--- config.mk ---
export PLATFORM = sky130hd
export DESIGN_NAME = seg7_pattern_decoder
export DESIGN_NICKNAME = d
export VERILOG_FILES = /design/src/rtl/seg7_pattern_decoder.sv
export SDC_FILE = /design/constraint.sdc
export NUM_CORES = 1
export LEC_CHECK = 0
export BUFFER_PORTS_ARGS = -buffer_cell sky130_fd_sc_hd__buf_2
export CAP_MARGIN = 5
export CORE_ASPECT_RATIO = 0.9
export CORE_MARGIN = 8
export CORE_UTILIZATION = 42
export CTS_CLUSTER_DIAMETER = 40
export DETAILED_ROUTE_END_ITERATION = 10
export REMOVE_ABC_BUFFERS = 1
export SLEW_MARGIN = 5
export SYNTH_ARGS = -nofsm -noshare
export SYNTH_HDL_FRONTEND = slang
export SYNTH_SLANG_ARGS = --single-unit
--- constraint.sdc ---
create_clock -name clk -period 2.91 [get_ports clk]
set_clock_uncertainty 0.2 [all_clocks]
set_input_delay 0.4365 -clock clk [delete_from_list [all_inputs] [get_ports clk]]
set_output_delay 0.4365 -clock clk [all_outputs]
set_load 0.01 [all_outputs]
--- src/rtl/seg7_pattern_decoder.sv ---
// Seven-segment receive monitor: deglitches the segment bus, decodes stable
// patterns to BCD and flags digits that break the mod-10 up-count order.
module seg7_pattern_decoder #(
  parameter int unsigned STABLE_CYCLES = 2,
  parameter int unsigned ERR_W         = 8,
  parameter int unsigned CNT_W         = 16
) (
  input  logic             clk,
  input  logic             rst,
  input  logic [7:0]       seg,
  output logic [3:0]       digit,
  output logic             valid,
  output logic             invalid,
  output logic             seq_err,
  output logic             locked,
  output logic [CNT_W-1:0] digit_count,
  output logic [ERR_W-1:0] err_count
);

  typedef enum logic {
    SYNC  = 1'b0,
    TRACK = 1'b1
  } state_t;

  localparam logic [3:0]       STAB_MAX = 4'(STABLE_CYCLES);
  localparam logic [ERR_W-1:0] ERR_MAX  = {ERR_W{1'b1}};

  // Returns {is_digit, bcd_code} for a 7-bit a..g pattern.
  function automatic logic [4:0] decode_pattern(input logic [6:0] pat);
    logic [4:0] res;
    case (pat)
      7'b1111110: res = 5'b1_0000;
      7'b0110000: res = 5'b1_0001;
      7'b1101101: res = 5'b1_0010;
      7'b1111001: res = 5'b1_0011;
      7'b0110011: res = 5'b1_0100;
      7'b1011011: res = 5'b1_0101;
      7'b1011111: res = 5'b1_0110;
      7'b1110000: res = 5'b1_0111;
      7'b1111111: res = 5'b1_1000;
      7'b1110011: res = 5'b1_1001;
      default:    res = 5'b0_0000;
    endcase
    return res;
  endfunction

  function automatic logic [3:0] next_digit(input logic [3:0] d);
    logic [3:0] res;
    if (d >= 4'd9) begin
      res = 4'd0;
    end else begin
      res = d + 4'd1;
    end
    return res;
  endfunction

  function automatic logic [ERR_W-1:0] err_sat_inc(input logic [ERR_W-1:0] v);
    logic [ERR_W-1:0] res;
    if (v == ERR_MAX) begin
      res = v;
    end else begin
      res = v + {{(ERR_W-1){1'b0}}, 1'b1};
    end
    return res;
  endfunction

  logic [7:0]       seg_q;
  logic [6:0]       cand_q, cand_d;
  logic             cand_vld_q, cand_vld_d;
  logic [3:0]       stab_q, stab_d;
  logic [6:0]       last_q;
  logic             last_vld_q;
  state_t           state_q;
  logic [3:0]       digit_q;
  logic             valid_q, invalid_q, seq_err_q, locked_q;
  logic [CNT_W-1:0] digit_count_q;
  logic [ERR_W-1:0] err_count_q;

  logic [6:0]       pat_s;
  logic             new_run_s;
  logic             accept_s;
  logic [4:0]       dec_s;
  logic             dec_ok_s;
  logic [3:0]       dec_code_s;
  logic             unused_dp_s;

  // The decimal point carries no digit information and is deliberately dropped.
  assign unused_dp_s = seg_q[0];
  assign pat_s       = seg_q[7:1];
  assign dec_s       = decode_pattern(pat_s);
  assign dec_ok_s    = dec_s[4];
  assign dec_code_s  = dec_s[3:0];

  // Stability run tracking and accept-event detection.
  always_comb begin
    cand_d     = cand_q;
    cand_vld_d = cand_vld_q;
    stab_d     = stab_q;
    new_run_s  = (!cand_vld_q) || (pat_s != cand_q);
    if (new_run_s) begin
      cand_d     = pat_s;
      cand_vld_d = 1'b1;
      stab_d     = 4'd1;
    end else if (stab_q != STAB_MAX) begin
      stab_d = stab_q + 4'd1;
    end else begin
      stab_d = stab_q;
    end
    // Only the edge that reaches the threshold counts, so a saturated run fires once.
    accept_s = (stab_d == STAB_MAX) && (new_run_s || (stab_q != STAB_MAX)) &&
               ((!last_vld_q) || (pat_s != last_q));
  end

  // Input sampling and stability/last-accepted registers.
  always_ff @(posedge clk) begin
    if (rst) begin
      seg_q      <= 8'h00;
      cand_q     <= 7'h00;
      cand_vld_q <= 1'b0;
      stab_q     <= 4'd0;
      last_q     <= 7'h00;
      last_vld_q <= 1'b0;
    end else begin
      seg_q      <= seg;
      cand_q     <= cand_d;
      cand_vld_q <= cand_vld_d;
      stab_q     <= stab_d;
      if (accept_s) begin
        last_q     <= pat_s;
        last_vld_q <= 1'b1;
      end else begin
        last_q     <= last_q;
        last_vld_q <= last_vld_q;
      end
    end
  end

  // SYNC/TRACK state machine with registered pulses and counters.
  always_ff @(posedge clk) begin
    if (rst) begin
      state_q       <= SYNC;
      digit_q       <= 4'd0;
      valid_q       <= 1'b0;
      invalid_q     <= 1'b0;
      seq_err_q     <= 1'b0;
      locked_q      <= 1'b0;
      digit_count_q <= {CNT_W{1'b0}};
      err_count_q   <= {ERR_W{1'b0}};
    end else begin
      valid_q   <= 1'b0;
      invalid_q <= 1'b0;
      seq_err_q <= 1'b0;
      if (accept_s && dec_ok_s) begin
        digit_q       <= dec_code_s;
        valid_q       <= 1'b1;
        digit_count_q <= digit_count_q + {{(CNT_W-1){1'b0}}, 1'b1};
        state_q       <= TRACK;
        locked_q      <= 1'b1;
        case (state_q)
          TRACK: begin
            // digit_q still holds the previous accepted digit here.
            if (dec_code_s != next_digit(digit_q)) begin
              seq_err_q   <= 1'b1;
              err_count_q <= err_sat_inc(err_count_q);
            end else begin
              err_count_q <= err_count_q;
            end
          end
          SYNC:    err_count_q <= err_count_q;
          default: err_count_q <= err_count_q;
        endcase
      end else if (accept_s) begin
        invalid_q   <= 1'b1;
        err_count_q <= err_sat_inc(err_count_q);
        state_q     <= SYNC;
        locked_q    <= 1'b0;
      end else begin
        state_q  <= state_q;
        locked_q <= locked_q;
      end
    end
  end

  assign digit       = digit_q;
  assign valid       = valid_q;
  assign invalid     = invalid_q;
  assign seq_err     = seq_err_q;
  assign locked      = locked_q;
  assign digit_count = digit_count_q;
  assign err_count   = err_count_q;

endmodule

==> results.yml <==
worst_setup_path:
  slowest_stage: "o311ai_4"
  cp.required_ps: 2930
  critical_path.max_stage_delay_ps: 460
  critPathCaptureType: "register"
  crit_chain: "inv_1, ha_1, or3b_1, and2_1, or2_2, o311ai_4, a21oi_1, mux2_1"
  crit_buf_inv: 1
  crit_type: "reg -> reg"
  cpLargestDelayFamily: "simple AND/OR/NAND/NOR gates"
  worstSetupStartpointType: "register"
  crit_arrival_ps: 2820
  crit_fanout: 10
  r2r_setup_slack_ps: 110
routing:
  wl_mm: 6.63
  dr.pass1.iters: 4
  routed_via_density: 5.20
  ant_nets: 0
  wire_per_inst_um: 13.7
  route.detailed.drc: 0
  vias: 2513
  drt_iter0_drc: 63
layout:
  mostFrequentLayoutCells: "dfxtp_1 (59), buf_2 (40), nor2_1 (28)"
  final_cells: 483
  final_common_cell: "dfxtp_1"
  syn2layout_area_growth_pct: 17.2
  fin_util: 0.505
  num-fill-cells: 701
  final_nets: 402
  antenna_cells: 0
  drive_gt1_frac: 0.203
pwr:
  power_density_nw_per_um2: 447
  total_power_mw: 1.58
  p_leak_nw: 1.50
  peakVddDrop_v: 0.000299
synth:
  async_reset_ff_frac: 0
  synth-compound-area-share: 0.144
  synthSimpleGateAreaFrac: 0.273
  synth_area_leaders: "dfxtp_1 (39%), xnor2_1 (4.6%), nor2b_1 (4.4%)"
  syn_avg_cell_area_um2: 8.92
  yosysSeqAreaShare: 0.392
  synth_xor_area_frac: 0.0668
  yosysWarnings: 0
  synth_ff_type: "dfxtp_1"
  ys_types: 53
  synth_top_cell_by_area: "dfxtp_1"
  synth_adder_area_share: 0.0290
  synth.area.mux_share: 0.0598
  synthCells: 338
  ys_ff_latch: 59
  synth_top_family_by_area: "simple AND/OR/NAND/NOR gates"
  synth_edf_count: 0
  synth.top_cell.area_share: 0.392
  syn_area_um2: 3020
timing:
  fin_crit_sh: 0.962
  finalSetupViolCount: 0
  max_freq_mhz: 357
  worstMarginPinSlew_ps: 639
  slew-limit-headroom: 0.574
  rsz0062_at_grt: "no"
  timing.final.ws_setup_ps: 112
  period_minus_slack_ps: 2800
  maxSlewViolCount: 0
  hold_slack_ps: 99.9
  finalHoldViolCount: 0
clock_tree:
  cts-resized-gates: 0
  numCtsBuffers: 9
  clkSinkCount: 59
  cts_tree: "done"
  htreeDepth: 3
  post_cts_buffers: 0
  clk_pin_slew_ps: 70
  clk-insertion-delay-late_ps: 340
  cts-root-buf: "clkbuf_8"
  cts_hold_buf: 0
  cts_buffer_depth: 2
floorplan:
  core_um2: 7000
  io_pins: 42
  fp.dieH_um: 96.4
  dieArea_um2: 10200
  die_x_um: 105
  row_count: 29
  initial_core_util: 0.431
grt:
  grt_pass1_vias: 2456
  grt_pass1_wl_mm: 11.4
  grt-ovfl-total: 0
  grt_use_total: 0.139
  antenna_found_initial: 0
  grt_max_degree: 36
placed_design:
  io_buffers: 40
  dp_hpwl_mm: 4.81
  place_congestion: 0.770
  dpl.cell_count: 467
  preCtsSetupSlack_ps: 90.6
min_path:
  hold_path_class: "in -> reg"
job:
  drv_cap: 0
outcome:
  status: "finished, final reports clean"
[worst paths after layout]
path              start            to  depth (start not counted)
max            digit[0]  err_count[4]                          8
max reg2reg    digit[0]  err_count[4]                          8
min              seg[1]      seg_q[1]                          2
min reg2reg  last_vld_q    last_vld_q                          2
[Yosys cell counts, drive strengths merged, types with 3 or more instances]
master	number
a211oi	3
a21oi	26
and2	5
and3	5
and3b	3
buf	11
clkbuf	7
dfxtp	59
ha	7
inv	6
mux2	8
mux2i	9
nand2	24
nand3	13
nand4	13
nor2	28
nor2b	21
o21a	3
o21ai	13
o31ai	3
or3	12
or4	4
xnor2	16
xor2	7
[kinds of logic after synthesis]
group,Yosys count
buffers and inverters,24
AOI/OAI and AO/OA,64
adders and majority gates,7
xor gates and xnor gates,23
and+or+nand+nor,144
muxes,17
DFF,59
[metrics by stage]
step	setup TNS, ps	cell area [um2]
after global routing	0	3530
after floorplan	-243	2930
after CTS	0	3520
after global placement	0	3350
final	0	3530
after detailed placement	0	3350
[registers in the layout (all words and copies together), names as in the netlist]
register,count
seg_q,7
locked,1
err_count,8
last_q,7
invalid,1
seq_err,1
digit_count,16
digit,4
valid,1
last_vld_q,1
stab_q,4
cand_vld_q,1
cand_q,7
[worst reg2reg max path, stage by stage (launching register included)]
cell,delay [ps]
dfxtp_1,380
inv_1,110
ha_1,150
or3b_1,360
and2_1,200
or2_2,310
o311ai_4,460
a21oi_1,160
mux2_1,340
[layer usage]
metal | GRT usage | share of wire | vias up
met4 | 0.0688 | 0.017 | 0
met5 | 0 | 0 | -
met3 | 0.0464 | 0.041 | 9
li1 | - | - | 1295
met2 | 0.222 | 0.45 | 39
met1 | 0.166 | 0.49 | 1170
[final cells by class]
class	count	area, um2	area share
clock buffer	11	141	0.0400
clock inverter	5	28.8	0.00814
inverter	6	22.5	0.00637
multi-input combinational	255	1740	0.492
sequential	59	1180	0.334
tap	93	116	0.0329
timing repair buffer	54	305	0.0864
[power by group]
part	internal, mW	switching [mW]
clock network	0.327	0.323
registers	0.819	0.00897
logic	0.0442	0.0561
No activity file was read; power rests on OpenSTA's default activity.
